==> config.mk <==
export PLATFORM = sky130hd
export DESIGN_NAME = mem_access_unit
export DESIGN_NICKNAME = d
export VERILOG_FILES = /design/src/rtl/mem_access_unit_pkg.sv /design/src/rtl/mem_access_unit_load_extend.sv /design/src/rtl/mem_access_unit.sv
export SDC_FILE = /design/constraint.sdc
export NUM_CORES = 1
export LEC_CHECK = 0
export CAP_MARGIN = 20
export CORE_AREA = 2 2 263 265
export CTS_CLUSTER_DIAMETER = 100
export DETAILED_ROUTE_END_ITERATION = 7
export DIE_AREA = 0 0 265 267
export HOLD_SLACK_MARGIN = 0.08
export PLACE_DENSITY = 0.55
export SLEW_MARGIN = 15
export SYNTH_ARGS = -nofsm -noshare
export SYNTH_HDL_FRONTEND = slang
export SYNTH_SLANG_ARGS = --single-unit
export TNS_END_PERCENT = 30
==> constraint.sdc <==
create_clock -name clk -period 4.6 [get_ports clk]
set_input_delay 0.69 -clock clk [delete_from_list [all_inputs] [get_ports clk]]
set_output_delay 0.69 -clock clk [all_outputs]
set_load 0.02 [all_outputs]
==> src/rtl/mem_access_unit_pkg.sv <==
`default_nettype none
// ==========================================================================
// mem_access_unit_pkg: shared dBUS types, size encodings, helpers  rev 1.0
// ==========================================================================
package mem_access_unit_pkg;

  typedef enum logic [1:0] {
    MSIZE1 = 2'd0,
    MSIZE2 = 2'd1,
    MSIZE4 = 2'd2,
    MSIZE8 = 2'd3
  } msize_t;

  localparam logic [1:0] c_F3_SIZE_B = 2'd0;
  localparam logic [1:0] c_F3_SIZE_H = 2'd1;
  localparam logic [1:0] c_F3_SIZE_W = 2'd2;
  localparam logic [1:0] c_F3_SIZE_D = 2'd3;

  typedef struct packed {
    logic        valid;
    logic [63:0] addr;
    msize_t      size;
    logic [7:0]  strobe;
    logic [63:0] data;
  } dbus_req_t;

  typedef struct packed {
    logic        addr_ok;
    logic        data_ok;
    logic [63:0] data;
  } dbus_resp_t;

  function automatic logic [7:0] size_mask(input msize_t sz);
    logic [7:0] m;
    case (sz)
      MSIZE1:  m = 8'h01;
      MSIZE2:  m = 8'h03;
      MSIZE4:  m = 8'h0F;
      MSIZE8:  m = 8'hFF;
      default: m = 8'h00;
    endcase
    return m;
  endfunction

  function automatic logic addr_aligned(input logic [2:0] a, input msize_t sz);
    logic ok;
    case (sz)
      MSIZE1:  ok = 1'b1;
      MSIZE2:  ok = (a[0] == 1'b0);
      MSIZE4:  ok = (a[1:0] == 2'b00);
      MSIZE8:  ok = (a == 3'b000);
      default: ok = 1'b0;
    endcase
    return ok;
  endfunction

endpackage
`default_nettype wire

==> src/rtl/mem_access_unit_load_extend.sv <==
`default_nettype none
// ==========================================================================
// load_extend: byte-lane extraction and sign/zero extension of load data  rev 1.0
// ==========================================================================
module load_extend
  import mem_access_unit_pkg::*;
(
  input  logic [63:0] i_data,
  input  logic [2:0]  i_offset,
  input  msize_t      i_size,
  input  logic        i_zext,
  output logic [63:0] o_data
);

  logic [63:0] w_shift;

  assign w_shift = i_data >> {i_offset, 3'b000};

  always_comb begin
    o_data = w_shift;
    case (i_size)
      MSIZE1: o_data = i_zext ? {56'd0, w_shift[7:0]}
                              : {{56{w_shift[7]}}, w_shift[7:0]};
      MSIZE2: o_data = i_zext ? {48'd0, w_shift[15:0]}
                              : {{48{w_shift[15]}}, w_shift[15:0]};
      MSIZE4: o_data = i_zext ? {32'd0, w_shift[31:0]}
                              : {{32{w_shift[31]}}, w_shift[31:0]};
      MSIZE8: o_data = w_shift;
    endcase
  end

endmodule
`default_nettype wire

==> src/rtl/mem_access_unit.sv <==
`default_nettype none
// ==========================================================================
// mem_access_unit: load/store sequencer over one dBUS shared with the MMU  rev 1.0
// ==========================================================================
module mem_access_unit
  import mem_access_unit_pkg::*;
(
  input  logic        clk,
  input  logic        reset,
  input  logic        i_start,
  input  logic        i_is_load,
  input  logic        i_is_store,
  input  logic [2:0]  i_funct3,
  input  logic [63:0] i_vaddr,
  input  logic [63:0] i_wdata,
  output logic        o_mmu_wait,
  input  logic        i_mmu_ok,
  input  logic [63:0] i_phyaddr,
  input  dbus_req_t   i_mmu_dreq,
  output dbus_resp_t  o_mmu_dresp,
  output dbus_req_t   o_dreq,
  input  dbus_resp_t  i_dresp,
  output logic        o_done,
  output logic [63:0] o_rdata,
  output logic        o_misalign
);

  typedef enum logic [1:0] {
    S_IDLE   = 2'd0,
    S_XLATE  = 2'd1,
    S_ACCESS = 2'd2,
    S_DONE   = 2'd3
  } state_t;

  state_t      r_state;
  state_t      w_state_nxt;
  logic        r_is_load;
  logic        r_is_store;
  logic        r_zext;
  logic        r_misalign;
  msize_t      r_size;
  logic [63:0] r_vaddr;
  logic [63:0] r_wdata;
  logic [63:0] r_paddr;
  logic [63:0] r_rdata;

  msize_t      w_req_size;
  logic        w_op_valid;
  logic        w_aligned;
  logic        w_launch;
  logic [7:0]  w_strobe;
  logic [63:0] w_store_data;
  logic [63:0] w_load_data;
  logic        w_unused_vaddr;

  assign w_req_size     = msize_t'(i_funct3[1:0]);
  assign w_op_valid     = i_is_load | i_is_store;
  assign w_aligned      = addr_aligned(i_vaddr[2:0], w_req_size);
  assign w_launch       = (r_state == S_IDLE) & i_start & w_op_valid & w_aligned;
  assign w_strobe       = size_mask(r_size) << r_paddr[2:0];
  assign w_store_data   = r_wdata << {r_paddr[2:0], 3'b000};
  // The MMU translates from its own copy; the latched vaddr is kept for debug.
  assign w_unused_vaddr = ^r_vaddr;

  load_extend u_load_extend (
    .i_data   (i_dresp.data),
    .i_offset (r_paddr[2:0]),
    .i_size   (r_size),
    .i_zext   (r_zext),
    .o_data   (w_load_data)
  );

  always_ff @(posedge clk) begin
    if (reset) begin
      r_state    <= S_IDLE;
      r_is_load  <= 1'b0;
      r_is_store <= 1'b0;
      r_zext     <= 1'b0;
      r_misalign <= 1'b0;
      r_size     <= MSIZE1;
      r_vaddr    <= 64'd0;
      r_wdata    <= 64'd0;
      r_paddr    <= 64'd0;
      r_rdata    <= 64'd0;
    end else begin
      r_state <= w_state_nxt;
      if ((r_state == S_IDLE) && i_start) begin
        r_misalign <= w_op_valid & ~w_aligned;
      end
      if (w_launch) begin
        r_is_load  <= i_is_load;
        r_is_store <= i_is_store;
        r_zext     <= i_funct3[2];
        r_size     <= w_req_size;
        r_vaddr    <= i_vaddr;
        r_wdata    <= i_wdata;
      end
      if ((r_state == S_XLATE) && i_mmu_ok) begin
        r_paddr <= i_phyaddr;
      end
      if ((r_state == S_ACCESS) && i_dresp.data_ok && r_is_load) begin
        r_rdata <= w_load_data;
      end
    end
  end

  always_comb begin
    w_state_nxt = r_state;
    o_mmu_wait  = 1'b0;
    o_done      = 1'b0;
    o_dreq      = '0;
    o_mmu_dresp = '0;
    case (r_state)
      S_IDLE: begin
        if (i_start) begin
          w_state_nxt = w_launch ? S_XLATE : S_DONE;
        end
      end
      S_XLATE: begin
        // The MMU owns the dBUS while it walks the page table.
        o_mmu_wait  = 1'b1;
        o_dreq      = i_mmu_dreq;
        o_mmu_dresp = i_dresp;
        if (i_mmu_ok) begin
          w_state_nxt = S_ACCESS;
        end
      end
      S_ACCESS: begin
        o_dreq.valid  = 1'b1;
        o_dreq.addr   = r_paddr;
        o_dreq.size   = r_size;
        o_dreq.strobe = r_is_store ? w_strobe : 8'h00;
        o_dreq.data   = r_is_store ? w_store_data : 64'd0;
        if (i_dresp.data_ok) begin
          w_state_nxt = S_DONE;
        end
      end
      S_DONE: begin
        o_done      = 1'b1;
        w_state_nxt = S_IDLE;
      end
      default: w_state_nxt = S_IDLE;
    endcase
  end

  assign o_rdata    = r_rdata;
  assign o_misalign = r_misalign;

endmodule
`default_nettype wire

==> out/results.ini, run 1 <==
[cells_and_area]
layout.nets=2601
drive_gt1_share_pct=9.09
fillers=7189
multiInputGateArea_um2=8610
syn2layout_area_growth_pct=55.6
utilization_pct=30.6
instances_no_fill=3087
regArea_um2=4020
mostFrequentLayoutCells=clkdlybuf4s50_1 (613), nand2_1 (370), dfxtp_1 (196)
final_common_cell=clkdlybuf4s50_1

[floorplanning]
fp-row-count=96
dieArea_um2=70800
die_y_um=267
die_w_um=265
start_util_pct=19.7
coreArea_um2=68000
ios=678

[worst_setup_path]
worstPathArrival_ns=3.39
crit_path_start_kind=flop
critPathMaxFanout=58
critical_path_class=reg -> out
reg2reg_slack_ns=1.31
critPathCaptureType=primary output
cp.required_ns=3.91

[timing]
fmaxAchievable_mhz=245
rsz0062_at_grt=no
final_max_slew_viol_count=0
hold_viol_final=0
setup_viol=0
fin_setup_tns_ns=0
finClkSkew_ns=0.0184
period_share_pct=88.7
maxSlewHeadroom_pct=33.7
fin_crit_ns=4.08
worst_slack_ns=0.522
worst_pin_slew_ns=0.989

[power]
clkPwrFrac_pct=19.2
power.density_nw_per_um2=380
power.internal_mw=4.62
leakage_nw=6.33
switchingPower_mw=3.31
combPwrFrac_pct=54.9
seqPwrFrac_pct=25.8
p_sw_share_pct=41.7
p_total_mw=7.92
max-vdd-ir-drop_mv=0.250

[detailed_routing]
drcViolationCount=0
drtAntennaViolNets=0
drtIter0Drc=1096
via_count=14400
avgRoutedWirePerCell_um=21.1
drt-total-wl_mm=65.1
vias_per_cell=4.67
first_pass_iters=6

[outcome]
status=finished clean

[clock_network]
holdBufCountCts=0
ctsHtreeMaxLevel=4
clk_latency_ns=0.50
clockBufferDepth=2
tritoncts=yes
clock_sinks=200
cts_setup_buffers=0
clk_pin_slew_ns=0.09
cts.repair.resized=0
clk_root_buffer_cell=clkbuf_16
numCtsBuffers=17

[global_routing]
antenna_found_initial=6
grt_pass1_vias=14300
grtUsageTotal_pct=17.9
overflow=0
grt_max_degree=107
grt_pass1_wl_mm=95.0

[synth]
synth_area_um2=13400
yosys.area.top_type=dfxtp_1
syn_nets=2095
synth_edf_count=0
ys_seq_area_share_pct=29.9
syn_area_per_cell_um2=7.95
ys.flop_type=dfxtp_1
synth_top_area_share_pct=29.9
async_flop_share_pct=0
synthTopCellsByArea=dfxtp_1 (30%), nand2_1 (10%), mux2i_1 (7.8%)
synth-seq-cells=200
syn_inst=1684
synthDistinctLibCells=56
yosysWarningCount=0

[placement]
dpl.cell_count=3053
hpwl_mm=49.4
io_buffers=616
gp_congestion=0.917
pre_cts_ws_ns=0.997

[worst_hold_path]
hold_path_class=reg -> reg

[flow_run]
cap_violations=0

[cells in the mapped netlist (13+ instances only)]
| library cell | instances |
|---|---|
| clkbuf_1 | 112 |
| nor2b_1 | 124 |
| a222oi_1 | 16 |
| mux4_2 | 32 |
| buf_4 | 19 |
| nor2_1 | 101 |
| buf_6 | 13 |
| and2_1 | 84 |
| a22oi_1 | 99 |
| buf_2 | 16 |
| a211oi_2 | 40 |
| dfxtp_1 | 200 |
| mux2_2 | 33 |
| mux2i_1 | 104 |
| o21a_1 | 17 |
| o21ai_0 | 26 |
| nand2_1 | 372 |
| a211oi_1 | 17 |
| o22ai_1 | 13 |
| a21oi_1 | 155 |
[worst max-delay path, cell delays in order (launching register included)]
cell	delay [ns]
dfxtp_4	0.71
buf_12	0.41
mux2_2	0.40
nand2_1	0.06
o21ai_0	0.25
a222oi_1	0.32
nor2b_1	0.08
clkdlybuf4s50_1	0.59
[per-stage QoR]
step / hold WS, ns / area, um2
5_1_grt: 0.470 / 20800
6_report: 0.454 / 20800
3_5_place_dp: 0.447 / 20300
3_3_place_gp: 0.442 / 20300
2_1_floorplan: 0.432 / 13400
4_1_cts: 0.457 / 20800
[power groups by stage]
stage          Sequential [mW]  Clock (mW)  Combinational (mW)
2_1_floorplan             1.99           0                2.60
3_3_place_gp              2.08           0                4.34
3_5_place_dp              2.08           0                4.37
4_1_cts                   2.05        1.59                4.39
5_1_grt                   2.07        1.65                4.67
6_report                  2.05        1.53                4.35
[sequential cells by signal, indices dropped and copies added (netlist names)]
signal	count
o_rdata	64
r_zext	1
r_state	2
r_is_load	1
r_wdata	64
r_size	2
r_paddr	64
r_is_store	1
o_misalign	1
[routing by layer]
layer  up-vias  share of wire, %  GRT usage, %
li1       6911                 -             -
met1      6922                47          24.5
met2       537                46          28.2
met3        50               6.5          4.12
met4         2               1.4          4.61
met5         -             0.020             0
[final cells by class]
cell class	instances	share of cell area (%)
Multi-Input combinational cell	1316	41.4
Clock inverter	12	0.577
Antenna cell	4	0.0481
Clock buffer	18	2.06
Tap cell	882	5.30
Sequential cell	200	19.3
Inverter	6	0.108
Timing Repair Buffer	649	31.3
[worst paths after layout]
kind,to,depth (start not counted),from
setup / recovery,o_dreq[40],7,r_paddr[1]
hold / removal,r_is_load,2,r_is_load
setup reg to reg,o_rdata[7],8,r_state[0]
hold reg to reg,r_is_load,2,r_is_load
[kinds of logic (layout without fill, tap and decap cells)]
| group | Yosys count | after routing | share of synthesized area [%] |
|---|---|---|---|
| buf+inv | 168 | 685 | 6.12 |
| compound gates | 423 | 423 | 22.3 |
| flops | 200 | 200 | 29.9 |
| simple gates | 716 | 716 | 25.0 |
| fa+ha+maj | 5 | 5 | 0.467 |
| other cells | 0 | 4 | 0 |
| mux | 172 | 172 | 16.2 |
Power figures use the tool's default switching activity.
==> inputs of run 2 (changes only) <==
MAX_ROUTING_LAYER = met4   (was unset)
==> run 2 against run 1 <==
The flow now finishes with violations (design-rule violations). Sequential power barely moved. Die area did not move. Via count increased by 0.39%. Largest power group unchanged. Routed wire length fell by 0.72%. Clock power hardly changed. Largest cell class unchanged. Global-route usage up 0.22 points. Maximum frequency grew 4.5%.
==> out/results.ini, run 2 (same netlist as run 1, synthesis figures left out) <==
[timing]
fin_crit_ns=3.90  ; -0.175 ns
worst_pin_slew_ns=0.975  ; -0.0142 ns
final_max_slew_viol_count=0  ; unchanged
setup_viol=0  ; unchanged
maxSlewHeadroom_pct=35.0  ; +1.3 points
finClkSkew_ns=0.0177  ; -0.000703 ns
rsz0062_at_grt=no
fin_setup_tns_ns=0  ; unchanged
fmaxAchievable_mhz=256  ; +4.5%
hold_viol_final=0  ; unchanged
period_share_pct=84.9  ; -3.8 points

[global_routing]
grt_pass1_vias=14200  ; -1.1%
grt_pass1_wl_mm=93.3  ; -1.8%
grtUsageTotal_pct=18.1  ; +0.22 points
overflow=0  ; unchanged
grt_max_degree=103  ; -3.7%
antenna_found_initial=8  ; +2

[clock_network]
holdBufCountCts=0  ; unchanged
clock_sinks=200  ; unchanged
cts.repair.resized=0  ; unchanged
numCtsBuffers=17  ; unchanged
clk_pin_slew_ns=0.07  ; -0.02 ns
clockBufferDepth=2  ; unchanged
tritoncts=yes
clk_root_buffer_cell=clkbuf_16
clk_latency_ns=0.49  ; about the same
ctsHtreeMaxLevel=4  ; unchanged
cts_setup_buffers=0  ; unchanged

[worst_setup_path]
cp.required_ns=3.91  ; about the same
reg2reg_slack_ns=1.25  ; -0.06 ns
path_buf_inv=2  ; unchanged
worstPathCellList=inv_1 -> ha_2 -> nand2_1 -> nor3_2 -> a22oi_1 -> nor2b_1 -> clkdlybuf4s50_1
critPathMaxFanout=9  ; -84%
regToRegEndpoint=o_rdata[16]
slowest_delay_ns=0.77  ; +0.06 ns
worstPathArrival_ns=3.21  ; -0.18 ns
critPathTopFamily=simple AND/OR/NAND/NOR gates
cp.depth=7  ; unchanged
reg2reg_from=r_paddr[0]
critical_path_class=reg -> out
crit_path_start_kind=flop
critPathCaptureType=primary output
rr_worst_depth=6  ; -2
startpoint=r_state[0]
cpMaxStageDelayCell=nor3_2

[detailed_routing]
via_count=14500  ; +0.39%
avgRoutedWirePerCell_um=20.9  ; -0.95%
drtIter0Drc=1173  ; +7.0%
drcViolationCount=8  ; +8
first_pass_iters=8  ; +2
drtAntennaViolNets=0  ; unchanged
vias_per_cell=4.68  ; +0.16%
drt-total-wl_mm=64.7  ; -0.72%

[cells_and_area]
multiInputGateArea_um2=8610  ; unchanged
regArea_um2=4020  ; unchanged
drive_gt1_share_pct=9.17  ; +0.078 points
syn2layout_area_growth_pct=55.9
fillers=7187  ; -0.028%
utilization_pct=30.7  ; +0.066 points
mostFrequentLayoutCells=clkdlybuf4s50_1 (613), nand2_1 (370), dfxtp_1 (196)
layout.nets=2603  ; +0.077%
final_common_cell=clkdlybuf4s50_1

[power]
power.density_nw_per_um2=379  ; -0.33%
max-vdd-ir-drop_mv=0.344  ; +37%
leakage_nw=6.34  ; +0.17%

[floorplanning]
dieArea_um2=70800  ; unchanged
fp-row-count=96  ; unchanged
die_w_um=265  ; unchanged
coreArea_um2=68000  ; unchanged
ios=678  ; unchanged
die_y_um=267  ; unchanged
start_util_pct=19.7  ; unchanged

[outcome]
status=finished, violations left
violations=design-rule violations

[worst_hold_path]
hold_path_class=reg -> reg
hold_depth=2  ; unchanged
holdPathEnd=r_is_load
hold_start=r_is_load

[placement]
hpwl_mm=49.3  ; -0.21%
gp_congestion=0.904  ; -1.4%
io_buffers=616  ; unchanged

[flow_run]
cap_violations=0  ; unchanged

-- run 2: cell count changes in the layout (fill, tap and decap cells not counted) --
| cell | previous run | this run |
|---|---|---|
| buf_12 | 8 | 10 |
| bufinv_16 | 1 | 0 |
| clkbuf_1 | 1 | 2 |
| clkbuf_16 | 17 | 18 |
| clkinv_4 | 2 | 0 |
| clkinvlp_4 | 3 | 4 |
| diode_2 | 4 | 8 |
| inv_6 | 2 | 4 |
| inv_8 | 2 | 1 |
-- run 2: per-stage QoR --
step	area [um2]	total power, mW	setup slack, ns	hold slack [ns]	instances
after floorplan	13400	4.59	1.93	0.432	1684
after global placement	20300	6.41	1.17	0.443	3055
after detailed placement	20300	6.47	1.10	0.445	3055
after CTS	20900	8.02	0.538	0.456	3086
after global routing	20900	8.37	0.338	0.477	3093
final	20900	7.91	0.697	0.456	3094
-- run 2: area by class of cell --
cell class	instances	area share [%]
Antenna cell	8	0.0959
Multi-Input combinational cell	1316	41.3
Sequential cell	200	19.2
Inverter	6	0.108
Tap cell	882	5.29
Clock buffer	20	2.19
Clock inverter	11	0.414
Timing Repair Buffer	651	31.4
-- run 2: routing by layer --
layer,global-route usage (%),share of wire (%),vias up
met5,-,0,-
met4,3.88,1.2,0
met3,4.19,6.9,45
met2,28.4,46,565
met1,23.7,46,6952
li1,-,-,6916
-- run 2: how the worst max path moves through the flow --
stage | endpoint | slack [ns]
after floorplan | o_dreq[28] | 1.93
after global placement | o_dreq[0] | 1.17
after detailed placement | o_dreq[4] | 1.10
after CTS | o_dreq[5] | 0.54
after global routing | o_dreq[5] | 0.34
final | o_dreq[4] | 0.70
-- run 2: worst min-delay path, delay by kind of cell, from the launching register on --
kind / cells / cell delay [ns]
compound gates: 1 / 0.05
simple gates: 1 / 0.05
flops: 1 / 0.31
-- run 2: power by group --
part	internal, mW	leakage (nW)	total (mW)	switching, mW
Clock	0.730	0.257	1.51	0.780
Sequential	1.87	1.62	2.03	0.153
Combinational	2.01	4.46	4.38	2.37
Total	4.62	6.34	7.91	3.30
==> inputs of run 3 (changes only) <==
PLACE_DENSITY = 0.57   (was 0.55)
clock period = 3.3 ns   (was 4.6 ns; I/O delays follow)
==> run 3 against run 2 <==
The flow now finishes without violations. Via count is 3.2% higher. Critical path depth grew 1. Routed wire length is 4.6% higher. Clock power is 47% higher. Sequential share of layout area fell by 0.54 points. Sequential cell count unchanged. Setup slack got worse by 0.60 ns. Register-to-register slack got worse by 1.0 ns. Count of clock-buffer cells in the layout down 3. First-iteration DRC count down 0.77%. Power up 43%. Design area increased by 2.9%. Critical path type unchanged. Critical endpoint is now o_dreq[3].
==> out/results.ini, run 3 (same netlist as run 1, synthesis figures left out) <==
[timing]
fin_crit_ns=3.20
worst_pin_slew_ns=1.14  ; +0.167 ns
fmaxAchievable_mhz=313
fin_setup_tns_ns=0  ; unchanged
rsz0062_at_grt=no
period_share_pct=96.9
hold_viol_final=0  ; unchanged
final_max_slew_viol_count=0  ; unchanged
finClkSkew_ns=0.0201  ; +0.00231 ns
setup_viol=0  ; unchanged
maxSlewHeadroom_pct=23.6  ; -11 points

[power]
switchingPower_mw=4.75  ; +44%
leakage_nw=7.08  ; +12%
power.density_nw_per_um2=528  ; +39%
power.internal_mw=6.59  ; +43%
seqPwrFrac_pct=25.0  ; -0.6 points
combPwrFrac_pct=55.5  ; +0.2 points
max-vdd-ir-drop_mv=0.438  ; +27%
clkPwrFrac_pct=19.5  ; +0.4 points
p_sw_share_pct=41.9  ; +0.20 points
p_total_mw=11.3  ; +43%

[floorplanning]
ios=678  ; unchanged
die_w_um=265  ; unchanged
die_y_um=267  ; unchanged
start_util_pct=19.7  ; unchanged
fp-row-count=96  ; unchanged
dieArea_um2=70800  ; unchanged
coreArea_um2=68000  ; unchanged

[worst_setup_path]
worstPathCellList=inv_2 -> ha_4 -> nand2_2 -> nor3_2 -> buf_4 -> a22oi_1 -> nor2b_1 -> clkdlybuf4s50_1
crit_path_start_kind=flop
critPathCaptureType=primary output
worstPathArrival_ns=2.70  ; -0.51 ns
critical_path_class=reg -> out
cp.required_ns=2.80  ; -1.11 ns
slowest_delay_ns=0.62  ; -0.15 ns
cpMaxStageDelayCell=clkdlybuf4s50_1
critPathMaxFanout=9  ; unchanged

[clock_network]
clockBufferDepth=2  ; unchanged
clk_root_buffer_cell=clkbuf_16
numCtsBuffers=17  ; unchanged
clk_latency_ns=0.50  ; about the same
tritoncts=yes
clk_pin_slew_ns=0.08  ; about the same
clock_sinks=200  ; unchanged
ctsHtreeMaxLevel=4  ; unchanged

[global_routing]
overflow=0  ; unchanged
grt_pass1_vias=14700  ; +4.0%
grtUsageTotal_pct=19.0  ; +0.86 points
grt_max_degree=92  ; -11%
grt_pass1_wl_mm=97.0  ; +4.0%
antenna_found_initial=5  ; -3

[detailed_routing]
via_count=14900  ; +3.2%
vias_per_cell=4.74  ; +1.4%
drt-total-wl_mm=67.6  ; +4.6%
drcViolationCount=0  ; -8
drtIter0Drc=1164  ; -0.77%
first_pass_iters=5  ; -3
drtAntennaViolNets=0  ; unchanged
avgRoutedWirePerCell_um=21.5  ; +2.8%

[placement]
gp_congestion=0.911  ; +0.75%
io_buffers=616  ; unchanged
dpl.cell_count=3095  ; +1.3%
hpwl_mm=52.1  ; +5.7%

[cells_and_area]
final_common_cell=clkdlybuf4s50_1
instances_no_fill=3148  ; +1.7%
utilization_pct=31.6  ; +0.90 points
fillers=7166  ; -0.29%
drive_gt1_share_pct=12.3  ; +3.2 points
layout.nets=2659  ; +2.2%
syn2layout_area_growth_pct=60.5
mostFrequentLayoutCells=clkdlybuf4s50_1 (557), nand2_1 (369), dfxtp_1 (195)

[flow_run]
cap_violations=0  ; unchanged

[outcome]
status=finished clean

[worst_hold_path]
hold_path_class=reg -> reg

## run 3: cell types whose count changed in the layout (fill, tap and decap cells not counted), sizes merged, moves of 2 or more
cell / change
clkbuf: -3
dlygate4sd2: +36
diode: -3
clkdlybuf4s50: -56
clkinvlp: -2
dlymetal6s2s: +11
clkinv: +4
buf: +64
## run 3: timing repair
item | CTS | global route
pin swaps | 1 | 1
hold buffers | 0 | 0
cloned | 1 | 0
endpoints found under the hold margin | 0 | 0
gates resized for setup | 54 | 18
endpoints found under the setup margin | 69 | 61
buffers inserted | 3 | 12
## run 3: power by group through the flow
stage / logic (mW) / clock network, mW / registers [mW]
detailed placement: 6.24 / 0 / 2.89
CTS: 6.28 / 2.30 / 2.84
floorplan: 3.62 / 0 / 2.77
global placement: 6.18 / 0 / 2.89
global route: 6.73 / 2.38 / 2.86
finish: 6.29 / 2.22 / 2.83
## run 3: metrics by stage
stage / hold WS, ns / setup slack (ns) / cell area [um2]
after floorplan: 0.432 / 0.825 / 13400
after global placement: 0.444 / -0.0676 / 20700
after detailed placement: 0.452 / -0.0930 / 20700
after CTS: 0.462 / -0.104 / 21300
after global routing: 0.475 / 0.00224 / 21500
final: 0.459 / 0.101 / 21500
## run 3: area by class of cell
cell class	instances	area (um2)	area share, %
Inverter	6	23.8	0.111
Tap cell	882	1100	5.14
Clock buffer	17	425	1.98
Antenna cell	5	12.5	0.0582
Multi-Input combinational cell	1316	8670	40.3
Sequential cell	200	4020	18.7
Clock inverter	15	159	0.740
Timing Repair Buffer	707	7080	32.9
## run 3: layer usage
metal | wire (um) | GRT usage (%)
met1 | 30400 | 24.5
met4 | 1190 | 5.12
met2 | 32100 | 30.4
met3 | 3960 | 3.52
met5 | 0 | -
## run 3: final timing paths
path          startpoint          end  slack, ns  depth (start not counted)
min          r_paddr[61]  r_paddr[61]       0.46                          2
min reg2reg  r_paddr[61]  r_paddr[61]       0.46                          2
max reg2reg   r_paddr[1]  o_rdata[47]       0.22                          8
max           r_state[0]    o_dreq[3]       0.10                          8
## run 3: critical path: cells and delay by family (launching register included)
kind	cells	cell delay, ns
AOI/OAI and AO/OA	1	0.10
buffers and inverters	3	0.99
DFF	1	0.37
and+or+nand+nor	3	0.54
adders and majority gates	1	0.21
